File: src/rtl/legv8_dmem_ctrl_if.sv
// legv8_dmem_ctrl_if: request/response handshake bundle between the memory stage and the data RAM controller
interface legv8_dmem_ctrl_if #(parameter int DATA_W = 64);
    logic              req_valid;
    logic              req_ready;
    logic              req_write;
    logic [63:0]       req_addr;
    logic [DATA_W-1:0] req_wdata;
    logic              resp_valid;
    logic              resp_ready;
    logic [DATA_W-1:0] resp_rdata;
    logic              resp_err;
    logic              resp_write;
    modport master(
        output req_valid, req_write, req_addr, req_wdata, resp_ready,
        input  req_ready, resp_valid, resp_rdata, resp_err, resp_write
    );
    modport slave(
        input  req_valid, req_write, req_addr, req_wdata, resp_ready,
        output req_ready, resp_valid, resp_rdata, resp_err, resp_write
    );
endinterface

File: src/rtl/legv8_dmem_ctrl.sv
// legv8_dmem_ctrl: LEGv8 data RAM initiator; one load/store in flight with alignment and range checking
module legv8_dmem_ctrl #(
    parameter int ADDR_BITS = 8,
    parameter int DATA_W    = 64
) (
    input  logic                 clock,
    input  logic                 reset,
    legv8_dmem_ctrl_if.slave     bus,
    output logic [ADDR_BITS-1:0] ram_address,
    output logic [DATA_W-1:0]    ram_in,
    output logic                 ram_writeEn,
    input  logic [DATA_W-1:0]    ram_out
);
    typedef enum logic [1:0] {IDLE, ACCESS, RESP} state_t;
    state_t               state_q, state_d;
    logic [ADDR_BITS-1:0] addr_q, addr_d;
    logic [DATA_W-1:0]    wdata_q, wdata_d;
    logic [DATA_W-1:0]    rdata_q, rdata_d;
    logic                 write_q, write_d;
    logic                 err_q, err_d;
    logic                 fault;
    assign fault = (bus.req_addr[2:0] != 3'd0) || (bus.req_addr[63:ADDR_BITS+3] != '0);
    always_comb begin
        state_d = state_q;
        addr_d  = addr_q;
        wdata_d = wdata_q;
        rdata_d = rdata_q;
        write_d = write_q;
        err_d   = err_q;
        case (state_q)
            IDLE: if (bus.req_valid) begin
                addr_d  = bus.req_addr[ADDR_BITS+2:3];
                wdata_d = bus.req_wdata;
                write_d = bus.req_write;
                err_d   = fault;
                rdata_d = '0;
                state_d = fault ? RESP : ACCESS;
            end
            ACCESS: begin
                rdata_d = write_q ? '0 : ram_out;
                err_d   = 1'b0;
                state_d = RESP;
            end
            RESP: state_d = bus.resp_ready ? IDLE : RESP;
            default: state_d = IDLE;
        endcase
    end
    always_ff @(posedge clock or posedge reset) begin
        if (reset) begin
            state_q <= IDLE;
            addr_q  <= '0;
            wdata_q <= '0;
            rdata_q <= '0;
            write_q <= 1'b0;
            err_q   <= 1'b0;
        end else begin
            state_q <= state_d;
            addr_q  <= addr_d;
            wdata_q <= wdata_d;
            rdata_q <= rdata_d;
            write_q <= write_d;
            err_q   <= err_d;
        end
    end
    // write enable decodes straight off the state register so async reset kills it at once
    assign ram_writeEn    = (state_q == ACCESS) && write_q;
    assign ram_address    = addr_q;
    assign ram_in         = wdata_q;
    assign bus.req_ready  = state_q == IDLE;
    assign bus.resp_valid = state_q == RESP;
    assign bus.resp_rdata = rdata_q;
    assign bus.resp_err   = err_q;
    assign bus.resp_write = write_q;
endmodule

File: src/flat_wrapper.sv
// flat-port wrapper written by rule: the top's interface ports become plain ports
module legv8_dmem_ctrl_flat 
#(
    parameter int ADDR_BITS = 8,
    parameter int DATA_W    = 64
)
  (clock, reset, ram_address, ram_in, ram_writeEn, ram_out, bus_req_valid, bus_req_write, bus_req_addr, bus_req_wdata, bus_resp_ready, bus_req_ready, bus_resp_valid, bus_resp_rdata, bus_resp_err, bus_resp_write);
  legv8_dmem_ctrl_if #(.DATA_W(DATA_W)) bus_i ();
  input  logic clock;
  input  logic reset;
  output logic [ADDR_BITS-1:0] ram_address;
  output logic [DATA_W-1:0] ram_in;
  output logic ram_writeEn;
  input  logic [DATA_W-1:0] ram_out;
  input wire logic [$bits(bus_i.req_valid)-1:0] bus_req_valid;
  input wire logic [$bits(bus_i.req_write)-1:0] bus_req_write;
  input wire logic [$bits(bus_i.req_addr)-1:0] bus_req_addr;
  input wire logic [$bits(bus_i.req_wdata)-1:0] bus_req_wdata;
  input wire logic [$bits(bus_i.resp_ready)-1:0] bus_resp_ready;
  output wire logic [$bits(bus_i.req_ready)-1:0] bus_req_ready;
  output wire logic [$bits(bus_i.resp_valid)-1:0] bus_resp_valid;
  output wire logic [$bits(bus_i.resp_rdata)-1:0] bus_resp_rdata;
  output wire logic [$bits(bus_i.resp_err)-1:0] bus_resp_err;
  output wire logic [$bits(bus_i.resp_write)-1:0] bus_resp_write;
  assign bus_i.req_valid = bus_req_valid;
  assign bus_i.req_write = bus_req_write;
  assign bus_i.req_addr = bus_req_addr;
  assign bus_i.req_wdata = bus_req_wdata;
  assign bus_i.resp_ready = bus_resp_ready;
  assign bus_req_ready = bus_i.req_ready;
  assign bus_resp_valid = bus_i.resp_valid;
  assign bus_resp_rdata = bus_i.resp_rdata;
  assign bus_resp_err = bus_i.resp_err;
  assign bus_resp_write = bus_i.resp_write;
  legv8_dmem_ctrl #(.ADDR_BITS(ADDR_BITS), .DATA_W(DATA_W)) u_core (.clock(clock), .reset(reset), .bus(bus_i), .ram_address(ram_address), .ram_in(ram_in), .ram_writeEn(ram_writeEn), .ram_out(ram_out));
endmodule
File: config.mk
export PLATFORM = sky130hd
export DESIGN_NAME = legv8_dmem_ctrl_flat
export DESIGN_NICKNAME = d
export VERILOG_FILES = /design/src/rtl/legv8_dmem_ctrl_if.sv /design/src/rtl/legv8_dmem_ctrl.sv /design/src/flat_wrapper.sv
export SDC_FILE = /design/constraint.sdc
export NUM_CORES = 1
export LEC_CHECK = 0
export ABC_AREA = 1
export BUFFER_PORTS_ARGS = -buffer_cell sky130_fd_sc_hd__buf_2
export CORE_ASPECT_RATIO = 0.9
export CORE_MARGIN = 1.5
export CORE_UTILIZATION = 31
export DETAILED_ROUTE_END_ITERATION = 7
export HOLD_SLACK_MARGIN = 0.08
export PLACE_DENSITY_LB_ADDON = 0.08
export REMOVE_ABC_BUFFERS = 1
export SLEW_MARGIN = 15
export SYNTH_ARGS = -nofsm -noshare
export SYNTH_HDL_FRONTEND = slang
export SYNTH_SLANG_ARGS = --single-unit
File: constraint.sdc
create_clock -name clock -period 13 [get_ports clock]
set_clock_uncertainty 0.1 [all_clocks]
set_input_delay 1.3 -clock clock [delete_from_list [all_inputs] [get_ports clock]]
set_output_delay 1.3 -clock clock [all_outputs]
set_load 0.01 [all_outputs]
==> impl_metrics.tcl, run 1 <==
set metrics [dict create \
    p_switching_uw 358 \
    numCtsBuffers 17 \
    layout-drive-gt1-share_pct 36.3 \
    final_cell_mix "nand2_1 (382), buf_2 (337), dfrtp_1 (140)" \
    wl_per_cell_um 14.1 \
    grt_antenna_before_repair 1 \
    io_pins 338 \
    syn_inst 715 \
    clockBufferDepth 2 \
    dr.pass1.iters 4 \
    via_per_inst 4.26 \
    netSwitchingFraction_pct 29.3 \
    finalCriticalPeriod_ps 3120 \
    overflow 0 \
    dp_hpwl_um 12800 \
    grt_usage_pct 18.7 \
    post-route-period-util_pct 24.0 \
    outcome "completed" \
    core_area_um2 18500 \
    cts_hold_buf 0 \
    drc 0 \
    syn_area_per_cell_um2 8.22 \
    place.port_buffers 337 \
    fin_nets 1237 \
    grt_max_degree 81 \
    gp_congestion 0.769 \
    ctsResizeCount 0 \
    cap_violations 0 \
    peakVddDrop_mv 0.103 \
    yosysSeqAreaShare_pct 59.6 \
    fillers 1927 \
    grt_pass1_wl_um 28700 \
    syn_to_final_growth_pct 40.7 \
    cts_max_level 4 \
    num_vias 5539 \
    cp.required_ps 11600 \
    powerDensity_nw_per_um2 147 \
    grt_pass1_vias 5367 \
    relSlewSlack_pct 46.7 \
    slowest_delay_ps 530 \
    cts_setup_buffers 0 \
    worst_pin_slew_ps 799 \
    tritoncts "done" \
    die_w_um 148 \
    hold_viol 0 \
    insertion_delay_ps 410 \
    endpoint_kind "primary output" \
    setup_viol 0 \
    ys_ff_latch 140 \
    comb_power_share_pct 18.1 \
    rsz0062_at_grt "no" \
    clk_pin_slew_ps 60 \
    synth_cell_types 16 \
    rows 47 \
    die_area_um2 19800 \
    cts-root-buf "clkbuf_16" \
    netlist_area_um2 5880 \
    crit_fanout 66 \
    min_path_type "register to register" \
    hold_ws_ps 369 \
    antenna_left 0 \
    critPathSlowestCell "buf_4" \
    cp_cell_sequence "inv_1, nand2_2, buf_4, nor2_1, buf_2" \
    start_util_pct 31.8 \
    path_class "register to primary output" \
    finalSetupTns_ps 0 \
    p_clk_share_pct 40.4 \
    leakagePower_nw 4.72 \
    yosys_warnings 0 \
    clock.fmax_mhz 321 \
    cts_sinks 140 \
    arrival_ps 1720 \
    die_height_um 134 \
    cp-start-kind "register" \
    routed_wl_um 18300 \
    p_int_uw 862 \
    slew_viol_final 0 \
    initialDrtViolationCount 279 \
    layout_commonest_cell "nand2_1" \
    seqPwrFrac_pct 41.5 \
]
metrics by stage:
| step | instance area [um2] | setup WS [ps] | power (mW) | std cells | utilization [%] |
|---|---|---|---|---|---|
| 6_report | 8270 | 9880 | 1.22 | 1299 | 44.8 |
| 5_1_grt | 8270 | 9740 | 1.29 | 1298 | 44.8 |
| 4_1_cts | 8270 | 9780 | 1.24 | 1298 | 44.8 |
| 3_5_place_dp | 7670 | 9710 | 0.741 | 1266 | 41.5 |
| 3_3_place_gp | 7670 | 9720 | 0.741 | 1266 | 41.5 |
| 2_1_floorplan | 5630 | 7850 | 0.624 | 678 | - |
state kept, by name, summed over array words and instances (netlist names):
register and count:
u_core.bus.resp_err 1, u_core.bus.resp_rdata 64, u_core.bus.resp_write 1, u_core.ram_address 8, u_core.ram_in 64, u_core.state_q 2
critical path, delay by kind of cell (launching register included):
| family | cells | cell delay (ps) |
|---|---|---|
| buffers and inverters | 3 | 790 |
| DFF | 1 | 380 |
| and+or+nand+nor | 2 | 130 |
path summary, 6_finish.rpt:
check / slack [ps] / start / depth (start not counted) / to
max: 9880 / u_core.state_q[1]$_DFFE_PP0P_ / 5 / ram_writeEn
min: 370 / u_core.ram_in[11]$_DFFE_PP0P_ / 2 / u_core.ram_in[11]$_DFFE_PP0P_
max reg2reg: 10650 / u_core.state_q[0]$_DFFE_PP0P_ / 8 / u_core.bus.resp_rdata[27]$_DFFE_PP0P_
min reg2reg: 370 / u_core.ram_in[11]$_DFFE_PP0P_ / 2 / u_core.ram_in[11]$_DFFE_PP0P_
max in group asynchronous: 10620 / reset / 3 / u_core.ram_in[19]$_DFFE_PP0P_
min in group asynchronous: 920 / reset / 2 / u_core.ram_in[32]$_DFFE_PP0P_
cells in the mapped netlist:
cell / n / area share [%]
nand2_2: 3 / 0.32
nor2_1: 76 / 4.9
dfrtp_1: 140 / 60
o21ai_0: 16 / 1.4
nand2_1: 382 / 24
nand4_1: 1 / 0.11
buf_2: 6 / 0.51
nor2_4: 1 / 0.19
inv_1: 5 / 0.32
buf_6: 14 / 2.7
clkbuf_1: 17 / 1.1
inv_2: 2 / 0.13
nor3b_1: 1 / 0.13
a21oi_1: 1 / 0.085
nor3_1: 1 / 0.085
o21ai_1: 49 / 4.2
cells by family after synthesis:
logic type	count (synthesis)	synth area share (%)
compound gates	66	5.62
flops	140	59.6
buf+inv	44	4.72
simple gates	465	30.1
routing by layer:
metal | routed length, um | up-vias | GRT usage (%)
met1 | 7680 | 2462 | 22.6
met3 | 1590 | 14 | 6.64
met4 | 199 | 0 | 4.73
met2 | 8860 | 209 | 31.9
met5 | 0 | - | 0
li1 | - | 2854 | -
cell type report:
cell class              instances  area [um2]  area share (%)
clock buffers                  19         443            5.35
repair buffers                343        1730            20.9
inverters                       7        31.3           0.378
diodes                          1        2.50          0.0302
clock inverters                13         158            1.91
well taps                     245         307            3.70
flip-flops and latches        140        3500            42.3
multi-input cells             531        2100            25.4
power by group through the flow:
stage,logic (mW),clock network (mW),registers [mW]
after CTS,0.227,0.505,0.506
final,0.221,0.492,0.506
after floorplan,0.0864,0,0.538
after global placement,0.228,0,0.513
after global routing,0.251,0.526,0.511
after detailed placement,0.227,0,0.514
Note: power is estimated with default switching activity, not from simulation.
==> run 2, diff against run 1 <==
==> constraint.sdc (replaced) <==
create_clock -name clock -period 2.9 [get_ports clock]
set_clock_uncertainty 0.1 [all_clocks]
set_input_delay 0.29 -clock clock [delete_from_list [all_inputs] [get_ports clock]]
set_output_delay 0.29 -clock clock [all_outputs]
set_load 0.01 [all_outputs]
==> run 2 against run 1 <==
Compared with the run above: flip-flop and latch count unchanged; sequential share of layout area decreased by 6.2 points; highest routed layer unchanged; via count increased by 11%; setup slack got worse by 9100 ps; first-iteration DRC count decreased by 12%; routed wire length increased by 5.9%; sequential power increased to 4.5 times the previous value; design area increased by 17%.
==> impl_metrics.tcl, run 2 (synthesis results as in run 1) <==
set metrics [dict create \
    outcome "completed" \
    num_vias 6139 \
    relSlewSlack_pct 23.1 \
    cp_cell_sequence "inv_1, nand2_2, buf_4, nor2_1, buf_2" \
    die_area_um2 19800 \
    via_per_inst 4.27 \
    grt_max_degree 73 \
    antenna_left 0 \
    antennaDiodeCount 0 \
    cap_violations 0 \
    worst_pin_slew_ps 1150 \
    io_pins 338 \
    fin_nets 1377 \
    cp.required_ps 2510 \
    cts_sinks 140 \
    r2r_end "u_core.bus.resp_rdata[58]$_DFFE_PP0P_" \
    path_class "register to primary output" \
    dp_hpwl_um 12900 \
    cts_setup_buffers 0 \
    min_path_type "input port to register" \
    multi_input_area_um2 2100 \
    post-route-period-util_pct 73.7 \
    pre_cts_slack_ps 981 \
    fin_cells 1438 \
    grt_antenna_before_repair 0 \
    rows 47 \
    gp_congestion 0.749 \
    layout_commonest_cell "nand2_1" \
    fillers 1755 \
    whs_endpoint "u_core.state_q[1]$_DFFE_PP0P_" \
    overflow 0 \
    cts-root-buf "clkbuf_16" \
    numCtsBuffers 17 \
    cp_num_buf_inv 3 \
    dr.pass1.iters 4 \
    arrival_ps 1750 \
    wl_per_cell_um 13.5 \
    core_area_um2 18500 \
    die_w_um 148 \
    setup_ws_ps 762 \
    insertion_delay_ps 420 \
    finalSetupTns_ps 0 \
    final_cell_mix "nand2_1 (382), buf_2 (337), dfrtp_1 (140)" \
    rr_worst_depth 6 \
    slew_viol_final 0 \
    peakVddDrop_mv 0.445 \
    start_util_pct 31.8 \
    critical-path-top-delay-family "buffers and inverters" \
    drc 0 \
    crit_fanout 65 \
    clockBufferDepth 2 \
    clk_pin_slew_ps 60 \
    crit_start "u_core.state_q[1]$_DFFE_PP0P_" \
    cts_max_level 4 \
    rsz0062_at_grt "no" \
    grt_pass1_wl_um 30700 \
    initialDrtViolationCount 246 \
    grt_pass1_vias 6060 \
    dpl_cell_area_um2 7720 \
    min_from "bus_resp_ready" \
    fin_area_um2 9700 \
    setup_viol 0 \
    clock.fmax_mhz 468 \
    syn_to_final_growth_pct 64.9 \
    die_height_um 134 \
    crit_cells 5 \
    slowest_delay_ps 520 \
    layout-drive-gt1-share_pct 32.2 \
    tritoncts "done" \
    reg2reg_from "u_core.state_q[0]$_DFFE_PP0P_" \
    cp-start-kind "register" \
    min_path_cells 4 \
    seqCellArea_um2 3500 \
    finalCriticalPeriod_ps 2140 \
    powerDensity_nw_per_um2 580 \
    place.port_buffers 337 \
    routed_wl_um 19400 \
    hold_viol 0 \
    leakagePower_nw 5.33 \
    critPathSlowestCell "buf_4" \
    placed_cells 1267 \
    endpoint_kind "primary output" \
    r2r_setup_slack_ps 950 \
    grt_usage_pct 19.7 \
    hold_ws_ps 107 \
]
## run 2: cell type report
cell class                      count  area share [%]
Sequential cell                   140            36.1
Inverter                            7           0.323
Clock inverter                     14            1.54
Multi-Input combinational cell    531            21.6
Timing Repair Buffer              483            32.7
Tap cell                          245            3.16
Clock buffer                       18            4.53
## run 2: how the worst max path moves through the flow
stage	endpoint	slack (ps)
final	ram_writeEn	760
after global routing	ram_writeEn	620
after CTS	ram_writeEn	680
after detailed placement	u_core.bus.resp_rdata[53]$_DFFE_PP0P_	980
after global placement	u_core.bus.resp_rdata[33]$_DFFE_PP0P_	1010
after floorplan	u_core.bus.resp_err$_DFFE_PP0P_	-1240
## run 2: timing repair
action / CTS / global route
hold buffers: 139 / 0
gates resized for setup: 0 / 0
hold endpoints to repair: 205 / 0
## run 2: worst register-to-register path: stages (launching register included)
cell and delay [ps]:
dfrtp_1 430, nor2_4 70, nand2_2 90, nand2_2 60
inv_2 810, nand2_1 150, o21ai_0 150
## run 2: metrics by stage
step | power (mW) | util (%)
floorplan | 2.80 | -
global placement | 3.32 | 41.8
detailed placement | 3.32 | 41.8
CTS | 5.69 | 52.5
global route | 5.93 | 52.5
finish | 5.62 | 52.5
## run 2: metal layers
layer  part of all wire, %  track usage [%]
met1                    43             24.3
met2                    47             32.5
met3                   7.3             5.86
met4                   2.7             8.09
met5                     0                0
## run 2: report_power, final
part / internal, mW / switching, mW
clock network: 1.24 / 0.953
logic: 0.516 / 0.648
registers: 2.16 / 0.101
total: 3.92 / 1.70
